$ cat src/rtl/pl2ps_axis_arbiter.sv
// Packet-level round-robin arbiter merging NUM_SRC AXI-Stream sources onto the PL->PS S2MM stream.
// Optional macro PL2PS_ARB_PKT_LIMIT_EN enables per-packet beat limiting with truncation/drain.
module pl2ps_axis_arbiter #(
   parameter int NUM_SRC      = 4,
   parameter int DATA_W       = 32,
   parameter int MAX_PKT_BEAT = 4096
) (
   input  logic                          clk,
   input  logic                          rst_n,
   input  logic [NUM_SRC-1:0]            cfg_src_en,
   input  logic [NUM_SRC*DATA_W-1:0]     s_axis_tdata,
   input  logic [NUM_SRC*DATA_W/8-1:0]   s_axis_tkeep,
   input  logic [NUM_SRC-1:0]            s_axis_tlast,
   input  logic [NUM_SRC-1:0]            s_axis_tvalid,
   output logic [NUM_SRC-1:0]            s_axis_tready,
   output logic [DATA_W-1:0]             m_axis_tdata,
   output logic [DATA_W/8-1:0]           m_axis_tkeep,
   output logic                          m_axis_tlast,
   output logic                          m_axis_tvalid,
   input  logic                          m_axis_tready,
   output logic                          stat_busy,
   output logic [$clog2(NUM_SRC)-1:0]    stat_grant,
   output logic                          stat_trunc
);

   localparam int GW = $clog2(NUM_SRC);
   localparam int KW = DATA_W/8;

   if (NUM_SRC < 2 || NUM_SRC > 8 || MAX_PKT_BEAT < 1) begin : g_param_check
      $error("pl2ps_axis_arbiter: unsupported NUM_SRC or MAX_PKT_BEAT");
   end

   typedef enum logic [1:0] {
      ST_IDLE,
      ST_XFER
`ifdef PL2PS_ARB_PKT_LIMIT_EN
      , ST_DRAIN
`endif
   } state_t;

   state_t              state_q, state_d;
   logic [GW-1:0]       grant_q, grant_d;
   logic [GW-1:0]       last_grant_q, last_grant_d;
   logic [NUM_SRC-1:0]  req;
   logic                arb_found;
   logic [GW-1:0]       arb_idx;
   int unsigned         cand;

   logic                src_valid, src_last, src_rdy, fwd_rdy, accept, trunc_hit;
   logic [DATA_W-1:0]   src_data;
   logic [KW-1:0]       src_keep;
   logic [NUM_SRC-1:0]  tready_c;

   logic [DATA_W-1:0]   out_data_q;
   logic [KW-1:0]       out_keep_q;
   logic                out_last_q, out_valid_q, trunc_q;

   assign req = s_axis_tvalid & cfg_src_en;

   // Rotating priority search starting just after the last completed grant.
   always_comb begin
      arb_found = 1'b0;
      arb_idx   = '0;
      cand      = 0;
      for (int unsigned k = 1; k <= NUM_SRC; k++) begin
         cand = (32'(last_grant_q) + k) % NUM_SRC;
         if (!arb_found && req[GW'(cand)]) begin
            arb_found = 1'b1;
            arb_idx   = GW'(cand);
         end
      end
   end

   always_comb begin
      src_valid = s_axis_tvalid[grant_q];
      src_last  = s_axis_tlast[grant_q];
      src_data  = s_axis_tdata[grant_q*DATA_W +: DATA_W];
      src_keep  = s_axis_tkeep[grant_q*KW +: KW];
      fwd_rdy   = ~out_valid_q | m_axis_tready;
   end

   always_comb begin
      tready_c = '0;
      src_rdy  = 1'b0;
      case (state_q)
         ST_XFER:  src_rdy = fwd_rdy;
`ifdef PL2PS_ARB_PKT_LIMIT_EN
         ST_DRAIN: src_rdy = 1'b1;
`endif
         default:  src_rdy = 1'b0;
      endcase
      tready_c[grant_q] = src_rdy;
      accept = src_valid & src_rdy;
   end

   assign s_axis_tready = tready_c;

`ifdef PL2PS_ARB_PKT_LIMIT_EN
   localparam int CNT_W = $clog2(MAX_PKT_BEAT + 1);
   logic [CNT_W-1:0] beat_cnt_q;

   // Beat MAX_PKT_BEAT carrying no source tlast is the forced end of packet.
   assign trunc_hit = (state_q == ST_XFER) & accept & ~src_last &
                      (beat_cnt_q == CNT_W'(MAX_PKT_BEAT - 1));

   always_ff @(posedge clk or negedge rst_n) begin
      if (!rst_n) begin
         beat_cnt_q <= '0;
      end else if (state_q == ST_IDLE) begin
         beat_cnt_q <= '0;
      end else if (state_q == ST_XFER && accept) begin
         beat_cnt_q <= beat_cnt_q + 1'b1;
      end
   end
`else
   assign trunc_hit = 1'b0;
`endif

   always_comb begin
      state_d      = state_q;
      grant_d      = grant_q;
      last_grant_d = last_grant_q;
      case (state_q)
         ST_IDLE: begin
            if (arb_found) begin
               grant_d = arb_idx;
               state_d = ST_XFER;
            end
         end
         ST_XFER: begin
            if (accept && src_last) begin
               last_grant_d = grant_q;
               state_d      = ST_IDLE;
            end
`ifdef PL2PS_ARB_PKT_LIMIT_EN
            else if (trunc_hit) begin
               state_d = ST_DRAIN;
            end
`endif
         end
`ifdef PL2PS_ARB_PKT_LIMIT_EN
         ST_DRAIN: begin
            if (accept && src_last) begin
               last_grant_d = grant_q;
               state_d      = ST_IDLE;
            end
         end
`endif
         default: state_d = ST_IDLE;
      endcase
   end

   always_ff @(posedge clk or negedge rst_n) begin
      if (!rst_n) begin
         state_q      <= ST_IDLE;
         grant_q      <= '0;
         last_grant_q <= GW'(NUM_SRC - 1);
         trunc_q      <= 1'b0;
      end else begin
         state_q      <= state_d;
         grant_q      <= grant_d;
         last_grant_q <= last_grant_d;
         trunc_q      <= trunc_hit;
      end
   end

   // Output stage: drained beats discarded in DRAIN never reach this register.
   always_ff @(posedge clk or negedge rst_n) begin
      if (!rst_n) begin
         out_data_q  <= '0;
         out_keep_q  <= '0;
         out_last_q  <= 1'b0;
         out_valid_q <= 1'b0;
      end else if (state_q == ST_XFER && accept) begin
         out_data_q  <= src_data;
         out_keep_q  <= src_keep;
         out_last_q  <= src_last | trunc_hit;
         out_valid_q <= 1'b1;
      end else if (m_axis_tready) begin
         out_valid_q <= 1'b0;
      end
   end

   assign m_axis_tdata  = out_data_q;
   assign m_axis_tkeep  = out_keep_q;
   assign m_axis_tlast  = out_last_q;
   assign m_axis_tvalid = out_valid_q;
   assign stat_busy     = (state_q != ST_IDLE);
   assign stat_grant    = grant_q;
   assign stat_trunc    = trunc_q;

endmodule

$ cat config.mk
export PLATFORM = sky130hd
export DESIGN_NAME = pl2ps_axis_arbiter
export DESIGN_NICKNAME = d
export VERILOG_FILES = /design/src/rtl/pl2ps_axis_arbiter.sv
export SDC_FILE = /design/constraint.sdc
export NUM_CORES = 1
export LEC_CHECK = 0
export BUFFER_PORTS_ARGS = -buffer_cell sky130_fd_sc_hd__buf_4
export CAP_MARGIN = 30
export CORE_AREA = 2 2 91 93
export DETAILED_ROUTE_END_ITERATION = 8
export DIE_AREA = 0 0 93 95
export MAX_ROUTING_LAYER = met4
export PLACE_DENSITY = 0.81
export SLEW_MARGIN = 20
export SYNTH_ARGS = -nofsm -noshare
export SYNTH_HDL_FRONTEND = slang
export SYNTH_SLANG_ARGS = --single-unit
$ cat constraint.sdc
create_clock -name clk -period 4.8 [get_ports clk]
set_clock_uncertainty 0.1 [all_clocks]
set_input_delay 0.72 -clock clk [delete_from_list [all_inputs] [get_ports clk]]
set_output_delay 0.72 -clock clk [all_outputs]
set_load 0.03 [all_outputs]
Word level (Yosys, flattened, before mapping):

Index checks and enable logic that the tools add are counted.
Widths: inputs -> output; s select.

* input bits: 159
* register bits after elaboration: 44
* word-level logic and storage cells: 70
* output and inout bits: 46

* $add $sub $neg: 4
* order comparisons: 6
* bitwise gates (word level): 5
* shifts and indexed selects: 2
* multiplexer cells: 28
* reduce and logical (&&, ||, !) cells: 15
* eq/ne operators: 3

Operator list (count)
* $shiftx 128x8->32: 1
* $shiftx 16x5->4: 1
* $lt 2x3->1 const B: 5
* $mux 1: 14
* $bmux 1 s2: 6
* $mux 2: 6
* $and 4x4->4: 2
* $logic_and 1x1->1: 6
* $reduce_and 2->1: 3
* $add 2x1->2 const B: 2
* $add 2x2->2 const B: 2
* $ne 2x2->1 const B: 2
* $pmux 2 s2: 1
* $reduce_bool 2->1: 2
* $logic_not 1->1: 3
* $demux 1 s2: 1
* $eq 2x1->1 const B: 1
* $ge 2x1->1 const B: 1
* $logic_not 2->1: 1
* $and 1x1->1: 1
* $not 1->1: 1
* $or 1x1->1: 1

Depth between registers and ports, before layout:

* depth in word-level cells: 15
* mapped depth: 6
* gate-level depth less buffers: 3

Least setup slack after synthesis:

OpenSTA, ideal clock, no wires.

* path kind: flip-flop to output port
* from: register grant_q[1], in the netlist stat_grant[1]
* to: output s_axis_tready[2]
* buffers on the path: 2
* setup slack: 2.222 ns
* arrival time: 1.758 ns
* cell stages (with the launch flop): 5
* data required time: 3.980 ns
* cell sequence: dfrtp_1 -> buf_6 -> clkbuf_1 -> inv_1 -> nor3_1

* word-level cells in the longest chain between the ends: 5

Ends and longest elaborated chain
* start: declaration: RTL line 42 `logic [GW-1:0] grant_q, grant_d;`
* start signal: assignment: RTL line 161 `grant_q <= grant_d;`
* $lt 2x3->1 (not written as such) / $ge 2x1->1 (equally long branches): RTL line 92 `tready_c[grant_q] = src_rdy;`
* $logic_and 1x1->1 (not written as such): RTL line 92
* $mux 1 (not written as such): RTL line 92
* $demux 1 s2 *: RTL line 92
* $and 4x4->4 (no line) *
* end: declaration: RTL line 15 `output logic [NUM_SRC-1:0] s_axis_tready,`

Every way passes the cells marked *; elsewhere a longest branch is shown, timed or not.

Worst setup path after layout:

* from: register grant_q[0], in the netlist stat_grant[0]
* to: output s_axis_tready[1]

The elaborated chain is that of the path after synthesis.

==> flow_summary.toml <==
[timing]
post-route-period-util_pct = 54.5
finalHoldViolCount = 0
rsz0062_at_grt = "no"
setup_viol = 0
fmax_ghz = 0.382
slew_headroom_pct = 48.5
slew_viol_final = 0
fin_crit_ns = 2.62
worst_slew_pin_slew_ns = 0.773
tns_ns = 0

[die]
pin_count = 205
die_w_um = 93
fp.dieH_um = 95
core-area_um2 = 7930
die_area_um2 = 8840
rows = 33
initial_utilization_pct = 33.9

[setup_path]
endpoint_kind = "output pin"
reg2reg_slack_ns = 2.48
reg2reg_from = "stat_grant[0]$_DFFE_PN0P_"
r2r_cells = 4
r2r_end = "last_grant_q[0]$_DFFE_PN1P_"
critPathKind = "flop to output pin"
crit_arrival_ns = 1.80
required_ns = 3.98
critPathLaunchType = "flop"
cp_max_fo = 43

[placement]
place.detailed.hpwl_um = 6260
place_congestion = 0.815
port_buffers = 203
place_area_um2 = 4280

[detailed_routing]
vias = 2321
viasPerCell = 4.99
drt_pass1_iterations = 4
drtIter0Drc = 35
drtAntennaViolNets = 0
drc = 0
wire_per_inst_um = 16.9
drt-total-wl_um = 7860

[synthesis]
yosysWarnings = 0
syn_nets = 320
avgSynthCellArea_um2 = 16.7
ys_ff_latch = 43
netlist_area_um2 = 2690
yosysSeqAreaShare_pct = 40.1
ys_types = 32
syn_inst = 161

[global_route]
grt.total_usage_pct = 18.1
grt.met1_usage_pct = 19.0
grt_pass1_vias = 2537
gr-total-overflow = 0
gr-usage-met3_pct = 3.59
antenna_found_initial = 0
grt_pass1_wl_um = 11900
met2_usage_pct = 34.4
grt_max_degree = 44
grt-busiest-layer = "met2"

[job]
maxCapViolCount = 0

[clocking]
cts_setup_buffers = 0
root_buffer = "clkbuf_8"
cts_tree = "built"
cts.path.max_buffers = 2
cts.sinks = 43
cts_inserted_buffers = 5
path_clk_slew_ns = 0.08
htreeDepth = 2
holdBufCountCts = 0
insertion_delay_ns = 0.29
cts_resized = 0

[final_layout]
drive_gt1_share_pct = 79.7
diodes = 0
synthToLayoutAreaGrowth_pct = 62.3
fin_area_um2 = 4360
multi_input_area_um2 = 1490
register_area_um2 = 1080
nets = 518
fill_cells = 711
fin_util_pct = 55.0

[pwr]
ir_worst_vdd_mv = 0.310
power.leakage_nw = 2.07
powerDensity_nw_per_um2 = 616

[outcome]
status = "finished, final reports clean"

[worst_hold_path]
hp-class = "input pin to asynchronous set/reset pin"
metal layers:
layer	share of wire (%)	up-vias
met2	56	124
li1	-	1048
met3	7.0	8
met5	0	-
met4	1.3	0
met1	36	1141
stage by stage:
step	hold WS (ns)	total power [mW]	std cells	worst slack, ns
2_1_floorplan	0.324	1.95	161	2.22
3_3_place_gp	0.375	2.43	456	2.06
3_5_place_dp	0.384	2.49	457	2.21
4_1_cts	0.330	2.73	465	2.13
5_1_grt	0.343	2.85	465	1.96
6_report	0.305	2.69	465	2.18
flip-flops by register name, summed over array words and instances (netlist names):
| signal | cells |
|---|---|
| m_axis_tdata | 32 |
| stat_grant | 2 |
| m_axis_tlast | 1 |
| m_axis_tvalid | 1 |
| last_grant_q | 2 |
| state_q | 1 |
| m_axis_tkeep | 4 |
cell usage in the layout (no fill, tap or decap):
master,count
a21bo_2,1
a21oi_1,1
a22oi_1,2
a311oi_1,1
a32oi_1,1
a41o_1,1
buf_16,1
buf_4,205
clkbuf_1,1
clkbuf_8,5
clkinv_2,1
clkinvlp_4,1
conb_1,1
dfrtp_1,39
dfrtp_2,2
dfstp_2,2
inv_1,2
mux2_1,8
mux2_2,20
mux2_4,10
mux4_2,38
nand2_1,3
nand2b_1,1
nand3_1,2
nand3_2,1
nand3b_1,1
nand4_1,1
nor2_1,2
nor3_1,2
o2111a_1,1
o21a_1,1
o32a_1,2
power breakdown:
| group | total (mW) | switching, mW | internal (mW) |
|---|---|---|---|
| clock network | 0.224 | 0.122 | 0.102 |
| logic | 1.79 | 0.875 | 0.911 |
| registers | 0.676 | 0.112 | 0.563 |
| total | 2.69 | 1.11 | 1.58 |
worst max path at each step:
stage	start	to	slack (ns)	cells past startpoint
final	stat_grant[0]$_DFFE_PN0P_	s_axis_tready[1]	2.18	4
after global routing	stat_grant[0]$_DFFE_PN0P_	s_axis_tready[3]	1.96	4
after CTS	stat_grant[0]$_DFFE_PN0P_	s_axis_tready[1]	2.13	4
after detailed placement	s_axis_tvalid[3]	m_axis_tdata[17]$_DFFE_PN0P_	2.21	5
after global placement	s_axis_tvalid[3]	m_axis_tdata[30]$_DFFE_PN0P_	2.06	4
after floorplan	stat_grant[1]$_DFFE_PN0P_	s_axis_tready[2]	2.22	4
cell families (layout without fill, tap and decap cells):
| family | after synthesis | count (layout) | synth area share (%) |
|---|---|---|---|
| flip-flops | 43 | 43 | 40.1 |
| other | 1 | 1 | 0.140 |
| AND/OR/NAND/NOR | 13 | 13 | 2.56 |
| multiplexers | 76 | 76 | 49.2 |
| buffers and inverters | 17 | 216 | 4.42 |
| AO/OA/AOI/OAI | 11 | 11 | 3.58 |
worst max-delay path, stage by stage (launching register included):
cell,delay [ns]
dfrtp_2,0.37
buf_4,0.62
nand3_1,0.18
nor2_1,0.14
buf_4,0.17
Yosys cell counts:
| cell type | instances | area share, % |
|---|---|---|
| buf_4 | 2 | 0.56 |
| mux2_1 | 8 | 3.4 |
| o2111a_1 | 1 | 0.42 |
| a311oi_1 | 1 | 0.33 |
| a22oi_1 | 2 | 0.56 |
| o21a_1 | 1 | 0.28 |
| o32a_1 | 2 | 0.74 |
| buf_2 | 4 | 0.74 |
| buf_1 | 1 | 0.14 |
| nor2_1 | 2 | 0.28 |
| mux2_2 | 20 | 8.4 |
| mux2_4 | 10 | 5.6 |
| a32oi_1 | 1 | 0.33 |
| nand2_1 | 3 | 0.42 |
| inv_1 | 2 | 0.28 |
| nand2b_1 | 1 | 0.23 |
| buf_6 | 2 | 0.84 |
| clkbuf_1 | 4 | 0.56 |
| a41o_1 | 1 | 0.37 |
| nand3_1 | 2 | 0.37 |
| mux4_2 | 38 | 32 |
| nand3b_1 | 1 | 0.28 |
| conb_1 | 1 | 0.14 |
| dfrtp_1 | 41 | 38 |
| dfstp_2 | 2 | 2.0 |
| a21oi_1 | 1 | 0.19 |
| a21bo_2 | 1 | 0.37 |
| buf_8 | 1 | 0.56 |
| nand3_2 | 1 | 0.37 |
| buf_12 | 1 | 0.74 |
| nand4_1 | 1 | 0.23 |
| nor3_1 | 2 | 0.37 |
cell type report:
type | count | share of cell area (%)
tap | 105 | 3.01
clock inverter | 2 | 0.287
timing repair buffer | 206 | 35.9
sequential | 43 | 24.8
clock buffer | 6 | 1.66
inverter | 2 | 0.172
multi-input combinational | 101 | 34.2
Power figures use the tool's default switching activity.
